File: src/rtl/my_cpu_mc.sv
// Multi-cycle RV32I core: IF/ID/EX/MEM/WB sequencing with a req/ack data bus,
// registered retire trace and cycle/instret counters.
module my_cpu_mc #(
   parameter int unsigned IADDR_W  = 14,
   parameter logic [31:0] RESET_PC = 32'h0000_0000,
   parameter int unsigned CNT_W    = 32
) (
   input  logic               cpu_clk,
   input  logic               cpu_rst,
   output logic [IADDR_W-1:0] inst_addr,
   input  logic [31:0]        inst,
   output logic               Bus_req,
   input  logic               Bus_ack,
   output logic [31:0]        Bus_addr,
   output logic               Bus_we,
   output logic [31:0]        Bus_wdata,
   input  logic [31:0]        Bus_rdata,
   output logic               debug_wb_have_inst,
   output logic [31:0]        debug_wb_pc,
   output logic               debug_wb_ena,
   output logic [4:0]         debug_wb_reg,
   output logic [31:0]        debug_wb_value,
   output logic [CNT_W-1:0]   perf_cycle,
   output logic [CNT_W-1:0]   perf_instret
);
   typedef enum logic [2:0] {S_IF, S_ID, S_EX, S_MEM, S_WB} state_e;
   typedef enum logic [3:0] {ALU_ADD, ALU_SUB, ALU_SLL, ALU_SLT, ALU_SLTU,
                             ALU_XOR, ALU_SRL, ALU_SRA, ALU_OR, ALU_AND} alu_op_e;
   typedef enum logic [1:0] {WB_ALU, WB_MDR, WB_PC4, WB_IMM} wb_sel_e;

   state_e            state_q, state_d;
   logic [31:0]       pc_q, ir_q, a_q, b_q, imm_q, alu_out_q, mdr_q;
   logic              br_q, retire;
   logic [31:0]       rf_q [32];
   logic              have_q, wb_ena_q;
   logic [31:0]       wb_pc_q, wb_value_q;
   logic [4:0]        wb_reg_q;
   logic [CNT_W-1:0]  cycle_q, instret_q;

   logic [6:0]  opcode, funct7;
   logic [2:0]  funct3;
   logic [4:0]  rd, rs1, rs2;
   logic        dec_valid, is_load, is_store, is_branch, is_jal, is_jalr;
   logic        reg_wen, use_imm, use_pc, rf_we, alu_bool;
   alu_op_e     alu_op;
   wb_sel_e     wb_sel;
   logic [31:0] imm, alu_a, alu_b, alu_y, pc_plus4, npc, wb_data, rs1_data, rs2_data;

   assign opcode = ir_q[6:0];
   assign rd     = ir_q[11:7];
   assign funct3 = ir_q[14:12];
   assign rs1    = ir_q[19:15];
   assign rs2    = ir_q[24:20];
   assign funct7 = ir_q[31:25];

   function automatic alu_op_e alu_op_f(input logic [2:0] f3, input logic alt);
      case (f3)
         3'b000:  return alt ? ALU_SUB : ALU_ADD;
         3'b001:  return ALU_SLL;
         3'b010:  return ALU_SLT;
         3'b011:  return ALU_SLTU;
         3'b100:  return ALU_XOR;
         3'b101:  return alt ? ALU_SRA : ALU_SRL;
         3'b110:  return ALU_OR;
         default: return ALU_AND;
      endcase
   endfunction

   // Decode from the registered IR; anything not recognised stays all-zero (a NOP).
   always_comb begin
      dec_valid = 1'b0; is_load = 1'b0; is_store = 1'b0; is_branch = 1'b0;
      is_jal = 1'b0; is_jalr = 1'b0; reg_wen = 1'b0; use_imm = 1'b0; use_pc = 1'b0;
      wb_sel = WB_ALU; alu_op = ALU_ADD;
      imm = {{20{ir_q[31]}}, ir_q[31:20]};
      case (opcode)
         7'b0110111: begin dec_valid = 1'b1; reg_wen = 1'b1; wb_sel = WB_IMM; imm = {ir_q[31:12], 12'b0}; end
         7'b0010111: begin dec_valid = 1'b1; reg_wen = 1'b1; use_pc = 1'b1; use_imm = 1'b1; imm = {ir_q[31:12], 12'b0}; end
         7'b1101111: begin
            dec_valid = 1'b1; is_jal = 1'b1; reg_wen = 1'b1; wb_sel = WB_PC4;
            imm = {{12{ir_q[31]}}, ir_q[19:12], ir_q[20], ir_q[30:21], 1'b0};
         end
         7'b1100111: if (funct3 == 3'b000) begin
            dec_valid = 1'b1; is_jalr = 1'b1; reg_wen = 1'b1; wb_sel = WB_PC4; use_imm = 1'b1;
         end
         7'b1100011: begin
            imm = {{20{ir_q[31]}}, ir_q[7], ir_q[30:25], ir_q[11:8], 1'b0};
            if (funct3[2:1] != 2'b01) begin dec_valid = 1'b1; is_branch = 1'b1; end
         end
         7'b0000011: if (funct3 == 3'b010) begin
            dec_valid = 1'b1; is_load = 1'b1; reg_wen = 1'b1; wb_sel = WB_MDR; use_imm = 1'b1;
         end
         7'b0100011: begin
            imm = {{20{ir_q[31]}}, ir_q[31:25], ir_q[11:7]};
            if (funct3 == 3'b010) begin dec_valid = 1'b1; is_store = 1'b1; use_imm = 1'b1; end
         end
         7'b0010011: begin
            use_imm = 1'b1;
            alu_op  = alu_op_f(funct3, (funct3 == 3'b101) && ir_q[30]);
            if (funct3 == 3'b001)      dec_valid = (funct7 == 7'b0000000);
            else if (funct3 == 3'b101) dec_valid = (funct7 == 7'b0000000) || (funct7 == 7'b0100000);
            else                       dec_valid = 1'b1;
            reg_wen = dec_valid;
         end
         7'b0110011: begin
            alu_op    = alu_op_f(funct3, ir_q[30]);
            dec_valid = (funct7 == 7'b0000000) ||
                        ((funct7 == 7'b0100000) && ((funct3 == 3'b000) || (funct3 == 3'b101)));
            reg_wen   = dec_valid;
         end
         default: ;
      endcase
   end

   assign rs1_data = (rs1 == 5'd0) ? 32'd0 : rf_q[rs1];
   assign rs2_data = (rs2 == 5'd0) ? 32'd0 : rf_q[rs2];
   assign alu_a    = use_pc  ? pc_q  : a_q;
   assign alu_b    = use_imm ? imm_q : b_q;

   always_comb begin
      alu_y = 32'd0;
      case (alu_op)
         ALU_ADD:  alu_y = alu_a + alu_b;
         ALU_SUB:  alu_y = alu_a - alu_b;
         ALU_SLL:  alu_y = alu_a << alu_b[4:0];
         ALU_SLT:  alu_y = {31'd0, $signed(alu_a) < $signed(alu_b)};
         ALU_SLTU: alu_y = {31'd0, alu_a < alu_b};
         ALU_XOR:  alu_y = alu_a ^ alu_b;
         ALU_SRL:  alu_y = alu_a >> alu_b[4:0];
         ALU_SRA:  alu_y = $unsigned($signed(alu_a) >>> alu_b[4:0]);
         ALU_OR:   alu_y = alu_a | alu_b;
         ALU_AND:  alu_y = alu_a & alu_b;
         default:  alu_y = 32'd0;
      endcase
   end

   always_comb begin
      alu_bool = 1'b0;
      if (is_branch) begin
         case (funct3)
            3'b000:  alu_bool = (a_q == b_q);
            3'b001:  alu_bool = (a_q != b_q);
            3'b100:  alu_bool = $signed(a_q) <  $signed(b_q);
            3'b101:  alu_bool = $signed(a_q) >= $signed(b_q);
            3'b110:  alu_bool = a_q <  b_q;
            3'b111:  alu_bool = a_q >= b_q;
            default: alu_bool = 1'b0;
         endcase
      end
   end

   assign pc_plus4 = pc_q + 32'd4;

   always_comb begin
      npc = pc_plus4;
      if (is_jal || (is_branch && br_q)) npc = pc_q + imm_q;
      else if (is_jalr)                  npc = {alu_out_q[31:1], 1'b0};
   end

   always_comb begin
      case (wb_sel)
         WB_MDR:  wb_data = mdr_q;
         WB_PC4:  wb_data = pc_plus4;
         WB_IMM:  wb_data = imm_q;
         default: wb_data = alu_out_q;
      endcase
   end

   assign rf_we = (state_q == S_WB) && reg_wen && (rd != 5'd0);

   // Stores retire straight out of S_MEM on ack; everything else retires from S_WB.
   always_comb begin
      state_d = state_q;
      retire  = 1'b0;
      case (state_q)
         S_IF:  state_d = S_ID;
         S_ID:  state_d = S_EX;
         S_EX:  state_d = (is_load || is_store) ? S_MEM : S_WB;
         S_MEM: if (Bus_ack) begin
            if (is_store) begin state_d = S_IF; retire = 1'b1; end
            else          state_d = S_WB;
         end
         S_WB:  begin state_d = S_IF; retire = 1'b1; end
         default: state_d = S_IF;
      endcase
   end

   always_ff @(posedge cpu_clk) begin
      if (cpu_rst) begin
         state_q <= S_IF;   pc_q <= RESET_PC;  ir_q <= 32'd0;
         a_q <= 32'd0;      b_q <= 32'd0;      imm_q <= 32'd0;
         alu_out_q <= 32'd0; mdr_q <= 32'd0;   br_q <= 1'b0;
         have_q <= 1'b0;    wb_ena_q <= 1'b0;  wb_pc_q <= 32'd0;
         wb_reg_q <= 5'd0;  wb_value_q <= 32'd0;
         cycle_q <= '0;     instret_q <= '0;
      end else begin
         state_q <= state_d;
         cycle_q <= cycle_q + CNT_W'(1);
         have_q  <= retire;
         case (state_q)
            S_IF:  ir_q <= inst;
            S_ID:  begin a_q <= rs1_data; b_q <= rs2_data; imm_q <= imm; end
            S_EX:  begin alu_out_q <= alu_y; br_q <= alu_bool; end
            S_MEM: if (Bus_ack && is_load) mdr_q <= Bus_rdata;
            default: ;
         endcase
         if (retire) begin
            pc_q       <= npc;
            instret_q  <= instret_q + CNT_W'(1);
            wb_pc_q    <= pc_q;
            wb_ena_q   <= rf_we;
            wb_reg_q   <= rf_we ? rd : 5'd0;
            wb_value_q <= rf_we ? wb_data : 32'd0;
         end
      end
   end

   always_ff @(posedge cpu_clk) begin
      if (rf_we && !cpu_rst) rf_q[rd] <= wb_data;
   end

   assign inst_addr          = pc_q[IADDR_W+1:2];
   assign Bus_req            = (state_q == S_MEM);
   assign Bus_we             = Bus_req && is_store;
   assign Bus_addr           = alu_out_q;
   assign Bus_wdata          = b_q;
   assign debug_wb_have_inst = have_q;
   assign debug_wb_pc        = wb_pc_q;
   assign debug_wb_ena       = wb_ena_q;
   assign debug_wb_reg       = wb_reg_q;
   assign debug_wb_value     = wb_value_q;
   assign perf_cycle         = cycle_q;
   assign perf_instret       = instret_q;
endmodule

File: config.mk
export PLATFORM = sky130hd
export DESIGN_NAME = my_cpu_mc
export DESIGN_NICKNAME = d
export VERILOG_FILES = /design/src/rtl/my_cpu_mc.sv
export SDC_FILE = /design/constraint.sdc
export NUM_CORES = 2
export LEC_CHECK = 0
export ABC_AREA = 1
export CAP_MARGIN = 10
export CORE_MARGIN = 3
export CORE_UTILIZATION = 45
export DETAILED_ROUTE_END_ITERATION = 8
export HOLD_SLACK_MARGIN = 0.05
export PLACE_DENSITY = 0.67
export SLEW_MARGIN = 20
export SYNTH_ARGS = -nofsm -noshare
export SYNTH_HDL_FRONTEND = slang
export SYNTH_SLANG_ARGS = --single-unit
File: constraint.sdc
create_clock -name cpu_clk -period 5.84 [get_ports cpu_clk]
set_input_delay 1.168 -clock cpu_clk [delete_from_list [all_inputs] [get_ports cpu_clk]]
set_output_delay 1.168 -clock cpu_clk [all_outputs]
set_load 0.005 [all_outputs]
==> impl_metrics.json <==
{
  "status": "complete, no violations",
  "drive_gt1_frac": 0.0716,
  "fin_crit_sh": 0.840,
  "vias": 73484,
  "setup_viol": 0,
  "cts_made_buffers": 155,
  "synth_cells": 8830,
  "mappedNetlistArea_sq_um": 77100,
  "cts-root-buf": "clkbuf_16",
  "io_buffers": 281,
  "synth_top_area_frac": 0.399,
  "hold_class": "flip-flop to flip-flop",
  "synth_cell_types": 66,
  "placed_area_sq_um": 82800,
  "drc": 0,
  "ios": 282,
  "clock_latency_ns": 0.82,
  "final_util": 0.518,
  "grt_max_degree": 166,
  "fmaxAchievable_mhz": 204,
  "start_util": 0.454,
  "netlist_top_cells_count": "nand2_1 (1817), edfxtp_1 (1024), a21oi_1 (736), nor2_1 (694), o21ai_0 (642)",
  "grt_setup_unrepaired": "no",
  "path_clk_slew_ns": 0.06,
  "endpoint_kind": "flip-flop",
  "dieArea_sq_um": 176000,
  "fin_skew_ns": 0.0440,
  "fin_crit_ns": 4.91,
  "regMostFlops": "rf_q",
  "required_ns": 6.57,
  "holdBufCountCts": 0,
  "largest_reg_flops": 1024,
  "startpoint_type": "flip-flop",
  "rows": 151,
  "ys_seq_area_frac": 0.496,
  "path_max_fanout": 14,
  "fillers": 15515,
  "synthFlopType": "edfxtp_1",
  "wirelength_um": 353000,
  "hpwl_um": 237000,
  "overflow": 0,
  "synth_area_leaders": "edfxtp_1 (40%), dfxtp_1 (9.7%), nand2_1 (8.8%), a21oi_1 (4.8%), o21ai_0 (4.2%)",
  "wl_per_cell_um": 31.4,
  "die_w_um": 420,
  "die_h_um": 420,
  "final_area_sq_um": 87900,
  "place_congestion": 1.03,
  "avgViaCountPerCell": 6.54,
  "clock_sinks": 1397,
  "hold_viol_final": 0,
  "firstDrtPassIters": 9,
  "nNetsFinal": 9118,
  "grt_pass1_wl_um": 493000,
  "clk_path_buf_depth": 3,
  "synthArstFlopShare": 0,
  "grt_util_all_layers": 0.387,
  "grt_pass1_vias": 68592,
  "synth_edf_count": 1024,
  "drv_slew": 0,
  "placed_cells": 10944,
  "max-vdd-ir-drop_uv": 406,
  "synthToLayoutAreaGrowth_pct": 14.0,
  "netlist.top_cell.by_area": "edfxtp_1",
  "tightestPinTransition_ns": 1.25,
  "p_per_area_nw_per_um2": 352,
  "first_iter_violations": 10153,
  "fin_setup_tns_ns": 0,
  "instances_no_fill": 11244,
  "cap_violations": 0,
  "setup_ws_ns": 0.934,
  "htree_levels": 4,
  "relSlewSlack": 0.160,
  "worstPathArrival_ns": 5.63,
  "postCtsSetupRepairBufs": 0,
  "power.leakage_nw": 31.5,
  "cts_resized": 0,
  "ys_ff_latch": 1397,
  "ant_nets": 0,
  "synth.most_common_cell": "nand2_1",
  "coreArea_sq_um": 170000,
  "power_mw": 31.0,
  "antenna_found_initial": 18,
  "fin_hold_ws_ns": 0.465,
  "critPathKind": "flip-flop to flip-flop",
  "tritoncts": "built",
  "syn_avg_cell_area_sq_um": 8.73,
  "dp_slack_ns": 1.13,
  "yosys_warnings": 0
}
-- per-layer routing --
layer,GRT usage,vias to the layer above,share of wire
li1,-,31839,-
met5,0,-,0.00021
met4,0.261,10,0.079
met2,0.602,4944,0.45
met1,0.491,35587,0.37
met3,0.0713,1104,0.10
-- worst paths after layout --
kind | start | cells past startpoint | endpoint | slack, ns
setup / recovery | ir_q[5] | 19 | Bus_addr[22] | 0.93
hold / removal | debug_wb_value[24] | 2 | debug_wb_value[24] | 0.47
setup reg to reg | ir_q[5] | 19 | Bus_addr[22] | 0.93
hold reg to reg | debug_wb_value[24] | 2 | debug_wb_value[24] | 0.47
-- power by group --
part	internal (mW)	switching [mW]	leakage [nW]
logic	2.69	6.76	16.7
registers	11.0	0.674	12.4
clock network	5.58	4.26	2.47
total	19.3	11.7	31.5
-- final cells by class --
cell class	count	area [sq um]	area share
timing repair buffer	515	4910	0.0558
inverter	591	2240	0.0255
antenna	14	35.0	0.000398
multi-input combinational	6223	34600	0.394
tap	2218	2780	0.0316
clock inverter	72	742	0.00844
sequential	1397	38200	0.435
clock buffer	214	4360	0.0495
-- critical path, cell delays in order (launching register included) --
cell and delay (ns):
dfxtp_1 0.38, nand2_2 0.14, nor2_2 0.05, nand2_2 0.10, nand2_1 0.09, nand2_2 0.11
nand3_2 0.35, o21ai_0 1.11, ha_1 0.51, nand2_1 0.18, inv_1 0.06, a21oi_1 0.17
inv_1 0.07, a21oi_1 0.16, inv_1 0.08, a21oi_1 0.39, a21oi_1 0.13, nor3_1 0.48
nor2_1 0.10, a21oi_1 0.13
-- layout by cell type, fill, tap and decap left out, drive strengths merged, types with 14 or more instances in the layout --
cell           Yosys  layout
a21oi            738     738
a22oi             21      21
a31oi             48      48
a32oi            256     256
buf              116     235
clkbuf           534     214
clkdlybuf4s50      0     280
clkinv             7      62
conb               1      32
dfxtp            373     373
diode              0      14
edfxtp          1024    1024
ha               165     165
inv              584     588
mux2i            256     256
nand2           1831    1831
nand3            584     584
nand4             48      48
nor2             713     713
nor3              76      76
nor4              26      26
o2111ai           32      32
o211ai           282     282
o21a              20      20
o21ai            684     684
o221ai           274     274
or2               22      22
xor2              38      38
-- cells by family after synthesis --
| family | Yosys count | synth area share |
|---|---|---|
| fa+ha+maj | 168 | 0.0276 |
| buf+inv | 1241 | 0.0628 |
| simple gates | 3312 | 0.178 |
| xor+xnor | 45 | 0.00511 |
| mux | 256 | 0.0332 |
| compound gates | 2410 | 0.198 |
| other cells | 1 | 0.0000486 |
| flops | 1397 | 0.496 |
No activity file was read; power rests on OpenSTA's default activity.
